File: config.mk
export PLATFORM = sky130hd
export DESIGN_NAME = led_fade_ramp
export DESIGN_NICKNAME = d
export VERILOG_FILES = /design/src/rtl/led_pwm_pkg.sv /design/src/rtl/period_prescaler.sv /design/src/rtl/led_fade_ramp.sv
export SDC_FILE = /design/constraint.sdc
export NUM_CORES = 1
export LEC_CHECK = 0
export BUFFER_PORTS_ARGS = -buffer_cell sky130_fd_sc_hd__buf_2
export CAP_MARGIN = 15
export CORE_MARGIN = 2
export CORE_UTILIZATION = 61
export DETAILED_ROUTE_END_ITERATION = 8
export GPL_TIMING_DRIVEN = 0
export PLACE_DENSITY_LB_ADDON = 0.08
export SLEW_MARGIN = 25
export SYNTH_ARGS = -nofsm -noshare
export SYNTH_HDL_FRONTEND = slang
export SYNTH_SLANG_ARGS = --single-unit
File: constraint.sdc
create_clock -name clk -period 4.4 [get_ports clk]
set_input_delay 0.88 -clock clk [delete_from_list [all_inputs] [get_ports clk]]
set_output_delay 0.88 -clock clk [all_outputs]
set_load 0.05 [all_outputs]
File: src/rtl/led_pwm_pkg.sv
//------------------------------------------------------------------------------
// led_pwm_pkg : shared widths, defaults and fade FSM encoding for the LED PWM chain
// Revision    : 1.0
//------------------------------------------------------------------------------
`default_nettype none

package led_pwm_pkg;

  localparam int unsigned LED_W      = 8;
  localparam int unsigned LED_RATE_W = 4;
  localparam int unsigned LED_STEP   = 1;

  typedef enum logic [1:0] {
    IDLE = 2'd0,
    UP   = 2'd1,
    DOWN = 2'd2
  } fade_state_t;

endpackage

`default_nettype wire

File: src/rtl/period_prescaler.sv
//------------------------------------------------------------------------------
// period_prescaler : counts PWM period ticks, fires once every (rate+1) ticks
// Revision         : 1.0
//------------------------------------------------------------------------------
`default_nettype none

module period_prescaler #(
  parameter int unsigned RATE_W = 4
) (
  input  logic              clk,
  input  logic              rst_n,
  input  logic              en,
  input  logic              clr,
  input  logic              tick,
  input  logic [RATE_W-1:0] rate,
  output logic              fire
);

  logic [RATE_W-1:0] count_q;
  logic [RATE_W-1:0] count_d;

  // >= so that lowering rate below the running count fires on the next tick
  assign fire = en && tick && !clr && (count_q >= rate);

  always_comb begin
    count_d = count_q;
    if (clr) begin
      count_d = '0;
    end else if (tick) begin
      count_d = fire ? '0 : count_q + RATE_W'(1);
    end
  end

  always_ff @(posedge clk or negedge rst_n) begin
    if (!rst_n) begin
      count_q <= '0;
    end else if (en) begin
      count_q <= count_d;
    end
  end

endmodule

`default_nettype wire

File: src/rtl/led_fade_ramp.sv
//------------------------------------------------------------------------------
// led_fade_ramp : steps a linear brightness level toward target on PWM period ends
// Revision      : 1.0
//------------------------------------------------------------------------------
`default_nettype none

module led_fade_ramp
  import led_pwm_pkg::*;
#(
  parameter int unsigned W      = LED_W,
  parameter int unsigned RATE_W = LED_RATE_W,
  parameter int unsigned STEP   = LED_STEP
) (
  input  logic              clk,
  input  logic              rst_n,
  input  logic              ena,
  input  logic [W-1:0]      target,
  input  logic [RATE_W-1:0] rate,
  input  logic              load,
  input  logic              period_end,
  output logic [W-1:0]      level,
  output logic              level_valid,
  output logic              busy,
  output logic              at_target
);

  localparam logic [W:0]   STEP_EXT = (W+1)'(STEP);
  localparam logic [W-1:0] STEP_W   = W'(STEP);

  fade_state_t  state_q, state_d;
  logic [W-1:0] level_q, level_d;
  logic         valid_q, valid_d;

  logic         tgt_gt, tgt_lt, ramping, fire;
  logic [W:0]   diff_up, diff_dn;
  logic [W-1:0] up_val, dn_val;

  assign tgt_gt = target > level_q;
  assign tgt_lt = target < level_q;

  // Only a ramp still heading toward target advances the prescaler;
  // the direction-swap cycle and the settle cycle leave it untouched.
  assign ramping = ((state_q == UP) && tgt_gt) || ((state_q == DOWN) && tgt_lt);

  assign diff_up = {1'b0, target} - {1'b0, level_q};
  assign diff_dn = {1'b0, level_q} - {1'b0, target};
  assign up_val  = (diff_up < STEP_EXT) ? target : level_q + STEP_W;
  assign dn_val  = (diff_dn < STEP_EXT) ? target : level_q - STEP_W;

  period_prescaler #(
    .RATE_W (RATE_W)
  ) u_prescaler (
    .clk   (clk),
    .rst_n (rst_n),
    .en    (ena),
    .clr   (load || (state_q == IDLE)),
    .tick  (period_end && ramping),
    .rate  (rate),
    .fire  (fire)
  );

  always_comb begin
    state_d = state_q;
    level_d = level_q;
    if (load) begin
      level_d = target;
      state_d = IDLE;
    end else begin
      case (state_q)
        IDLE: begin
          if (tgt_gt)      state_d = UP;
          else if (tgt_lt) state_d = DOWN;
        end
        UP: begin
          if (tgt_lt)       state_d = DOWN;
          else if (!tgt_gt) state_d = IDLE;
          else if (fire)    level_d = up_val;
        end
        DOWN: begin
          if (tgt_gt)       state_d = UP;
          else if (!tgt_lt) state_d = IDLE;
          else if (fire)    level_d = dn_val;
        end
        default: state_d = IDLE;
      endcase
    end
    valid_d = (level_d != level_q);
  end

  always_ff @(posedge clk or negedge rst_n) begin
    if (!rst_n) begin
      state_q <= IDLE;
      level_q <= '0;
      valid_q <= 1'b0;
    end else if (ena) begin
      state_q <= state_d;
      level_q <= level_d;
      valid_q <= valid_d;
    end else begin
      valid_q <= 1'b0;
    end
  end

  assign level       = level_q;
  assign level_valid = valid_q && ena;
  assign busy        = (state_q != IDLE);
  assign at_target   = (level_q == target);

endmodule

`default_nettype wire
-- Word-level counts from Yosys, hierarchy flattened
Cells that the tools add are included.
Widths: inputs -> output; s select.
- bits in registers: 15
- input port bits: 17
- add/subtract/negate cells: 5
- $lt $le $gt $ge: 5
- equal/unequal tests: 7
- mux-type cells: 22
- reductions and logical operators: 15
- operator list (kind ; number):
    $mux 8 ; 9
    $lt 9x1->1 const B ; 2
    $sub 8x8->9 ; 2
    $pmux 8 s2 ; 1
    $mux 2 ; 7
    $mux 4 ; 3
    $ne 4x4->1 const B ; 3
    $add 8x1->8 const B ; 1
    $eq 8x8->1 ; 1
    $gt 8x8->1 ; 1
    $lt 8x8->1 ; 1
    $ne 8x8->1 ; 1
    $sub 8x1->8 const B ; 1
    $logic_and 1x1->1 ; 7
    $pmux 2 s3 ; 1
    $add 4x1->4 const B ; 1
    $ge 4x4->1 ; 1
    $reduce_and 4->1 ; 1
    $reduce_bool 2->1 ; 2
    $eq 2x1->1 const B ; 1
    $eq 2x2->1 const B ; 1
    $logic_not 2->1 ; 1
    $logic_or 1x1->1 ; 2
    $reduce_and 2->1 ; 1
    2 further kinds ; 2

-- Longest topological paths before layout
- depth after elaboration: 14
- depth in mapped cells: 15
- mapped depth without buffers: 13

-- Cells and area by module
Synthesis repeated with hierarchy kept, for this count alone.
- cells, all modules: 387
- area total of the unflattened synthesis: 3007.9 µm²
- modules (own cells, without submodules) (module ; times used ; cells each ; area an instance (µm²) ; seq. area each (µm²)):
    led_fade_ramp ; 1 ; 353 ; 2670.1 ; 275.3
    period_prescaler ; 1 ; 34 ; 337.8 ; 100.1

-- Worst setup path before layout
Ideal clock, no wire load.
- path kind: register to register
- start point: reg level_q[0] (netlist: level[0])
- end point: reg valid_q
- setup time: 0.132 ns
- data arrival time: 3.947 ns
- slack: 0.321 ns
- cell stages (with the launch flop): 16
- clock period less this slack: 4.079 ns
- cells stage by stage: dfrtp_1 -> clkbuf_1 -> inv_1 -> ha_1 -> fa_1 -> xnor2_1 -> nor4_1 -> nand3_1 -> nor3_2 -> nand3_2 -> buf_6 -> mux2i_4 -> o2111a_1 -> a2111oi_2 -> nor4b_2 -> o22ai_1
- longest elaborated chain between the ends: 14
- elaborated cells on any way between the ends: 27
- ends and longest elaborated chain (item ; line ; text):
    from (decl) ; led_fade_ramp.sv:31 ; logic [W-1:0] level_q, level_d;
    from (signal assigned) ; led_fade_ramp.sv:97 ; level_q <= level_d;
    parallel branches: the longest is 12 deep, another holds $sub 8x8->9 ; -- ;
    $ne 8x8->1 (*) ; led_fade_ramp.sv:87 ; valid_d = (level_d != level_q);
    $mux 1 (*) ; led_fade_ramp.sv:95 ; end else if (ena) begin
    to (signal assigned) ; led_fade_ramp.sv:98 ; valid_q <= valid_d;
    to (decl) ; led_fade_ramp.sv:32 ; logic valid_q, valid_d;
Every way passes the cells marked *.
A chain may end at the register's enable or synchronous reset.

-- Final worst setup path
Same ends and word-level chain as after synthesis.

==> flow_summary.yaml <==
yosys:
  synth_nets: 428
  synth_area_leaders: "dfrtp_1 (13%), ha_1 (12%), inv_1 (4.3%), nor2_1 (4.0%), a21oi_1 (4.0%)"
  synth_cells: 382
  synth_seq_cells: 15
  synth-main-ff-cell: "dfrtp_1"
  syn_avg_cell_area_sq_um: 7.543
  yosys.area.top_type: "dfrtp_1"
  synth_edf_count: 0
  ys_seq_area_share_pct: 13.03
  async_flop_share_pct: 100.0
  ys_types: 77
  synth_top_area_share_pct: 13.03
  syn_area_sq_um: 2882
  yosysWarningCount: 0
die:
  die_area_sq_um: 5290
  core-area_sq_um: 4629
  ios: 28
  die_y_microns: 72.73
  rows: 25
  start_util_pct: 62.24
  die_w_microns: 72.73
cts:
  cts_max_level: 1
  clock_latency_ps: 250
  cts_tree: "done"
  cts_buffer_depth: 2
  cts_buffers: 3
  cts_hold_buf: 0
  cts.sinks: 15
  clk_pin_slew_ps: 60
  clockRootBuffer: "clkbuf_8"
worst_hold_path:
  hold_path_class: "in2async"
sta:
  layout_min_cycle_time_ps: 4252
  relSlewSlack_pct: 55.56
  setup-violations-final: 0
  setup_tns_ps: 0
  report.final.slew_viol_count: 0
  finalHoldViolations: 0
  worstMarginPinSlew_ps: 666.6
  period_share_pct: 96.63
  final.setup_skew_ps: 0.7535
  timing.fmax_mhz: 235.2
  setup_slack_ps: 148.1
  grt_setup_unrepaired: "no"
drt:
  wl_per_cell_microns: 19.46
  dr.pass1.iters: 5
  vias_per_cell: 6.717
  drt-total-wl_microns: 9067
  drc: 0
  initialDrtViolationCount: 253
  vias: 3130
  ant_nets: 0
power:
  leakage_uw: 0.001351
  p_total_uw: 2279
  switching_share_pct: 60.49
  power_density_nw_per_um2: 726.5
  p_seq_share_pct: 11.4
  clock_power_share_pct: 5.1
  p_int_uw: 900.3
  p_sw_uw: 1379
  ir_drop_v: 0.0003370
  combPwrFrac_pct: 83.5
placed_design:
  hpwl_microns: 7084
  port-buffer-count: 26
  dp_slack_ps: -83.59
  gp_congestion: 1.013
  place_inst: 462
run_status:
  status: "finished, final reports clean"
global_routing:
  grt_pass1_vias: 2846
  grt_max_degree: 16
  antenna_found_initial: 0
  grt_usage_pct: 35.03
  grt_pass1_wl_microns: 14300
  grt.overflow.total: 0
layout:
  fin_cells: 466
  layout_common_cells: "inv_1 (33), buf_2 (33), nor2_1 (31)"
  fillers: 405
  post-route-util_pct: 67.76
  drive_gt1_share_pct: 14.81
  layout.nets: 459
  diodes: 0
  area_growth_pct: 8.858
critical_path:
  crit_arrival_ps: 4370
  timing.rr.start: "level[0]"
  cp-start-kind: "flop"
  critPathMaxFanout: 10
  required_ps: 4520
  path_class: "reg2reg"
  crit_start: "level[0]"
  crit_path_end_kind: "flop"
job:
  max_cap_violations: 0
synthesized netlist by cell type, types with 5 or more instances:
cell      instances
a211oi_1          9
buf_2             6
o21ai_0          21
xor2_1            7
a21o_1            6
inv_1            33
dfrtp_1          15
or3_1             5
mux2i_1           8
nand2b_1          7
a21oi_1          23
nor2_1           31
clkbuf_1          9
xnor2_1           9
o22ai_1           6
nor4_1            7
nand2_1          25
a31oi_1           5
o21a_1            5
nor3_1           10
ha_1             27
nand4_1           7
nor2b_1           6
nand3_1          19
cell type report:
cell class | count | area (sq um) | area share [%]
multi-input cells | 313 | 2281 | 72.72
flip-flops and latches | 15 | 375.4 | 11.97
repair buffers | 26 | 130.1 | 4.148
inverters | 33 | 123.9 | 3.949
plain buffers | 21 | 113.9 | 3.630
well taps | 54 | 67.56 | 2.154
clock buffers | 4 | 45.04 | 1.436
layer usage:
metal  track usage, %  wire length [microns]
met3            5.801                    658
met5                0                      0
met1            44.11                   3618
met4            17.70                    425
met2            57.68                   4365
power by group through the flow:
stage | Sequential (uW) | Clock [uW] | Combinational, uW
after CTS | 257 | 117 | 1850
after global routing | 265 | 125 | 2060
after detailed placement | 260 | 0 | 1840
final | 261 | 116 | 1900
after global placement | 257 | 0 | 1810
after floorplan | 367 | 0 | 1300
critical path, stage by stage (launching register included):
cell and delay, ps:
dfrtp_1 480, buf_2 330, inv_1 160, ha_1 240, fa_1 420, nand2b_1 210, a32oi_1 250, nand3_1 160
nor3_4 310, nand3_2 180, buf_6 190, mux2i_4 190, o2111a_1 260, a2111oi_2 320, nor4b_2 270, o22ai_1 130
cell families after synthesis:
group,after synthesis,synth area share [%]
xor gates and xnor gates,16,4.863
and+or+nand+nor,141,26.79
muxes,12,4.733
adders and majority gates,29,13.11
AOI/OAI and AO/OA,115,29.27
DFF,15,13.03
buffers and inverters,54,8.206
registers in the layout, indices dropped and copies added (netlist names):
| name | count |
|---|---|
| level | 8 |
| u_prescaler.count_q | 4 |
| state_q | 2 |
| valid_q | 1 |
timing repair:
action	4_1_cts	5_1_grt
endpoints found under the setup margin	1	1
resized for setup	1	3
setup buffers	0	0
final timing paths:
kind,cells after the start,end,slack (ps)
worst max-delay path,15,valid_q,150
worst min-delay path,1,level[3],530
max in group asynchronous,1,state_q[1],3600
worst max register to register,15,valid_q,150
worst min register to register,1,u_prescaler.count_q[2],530
min in group clk,1,u_prescaler.count_q[2],530
per-stage QoR:
| step | area [sq um] | hold WS [ps] |
|---|---|---|
| floorplan | 2882 | 477.0 |
| global placement | 3079 | 511.6 |
| detailed placement | 3079 | 521.9 |
| CTS | 3126 | 529.0 |
| global route | 3137 | 550.6 |
| finish | 3137 | 530.9 |
Power figures use the tool's default switching activity.
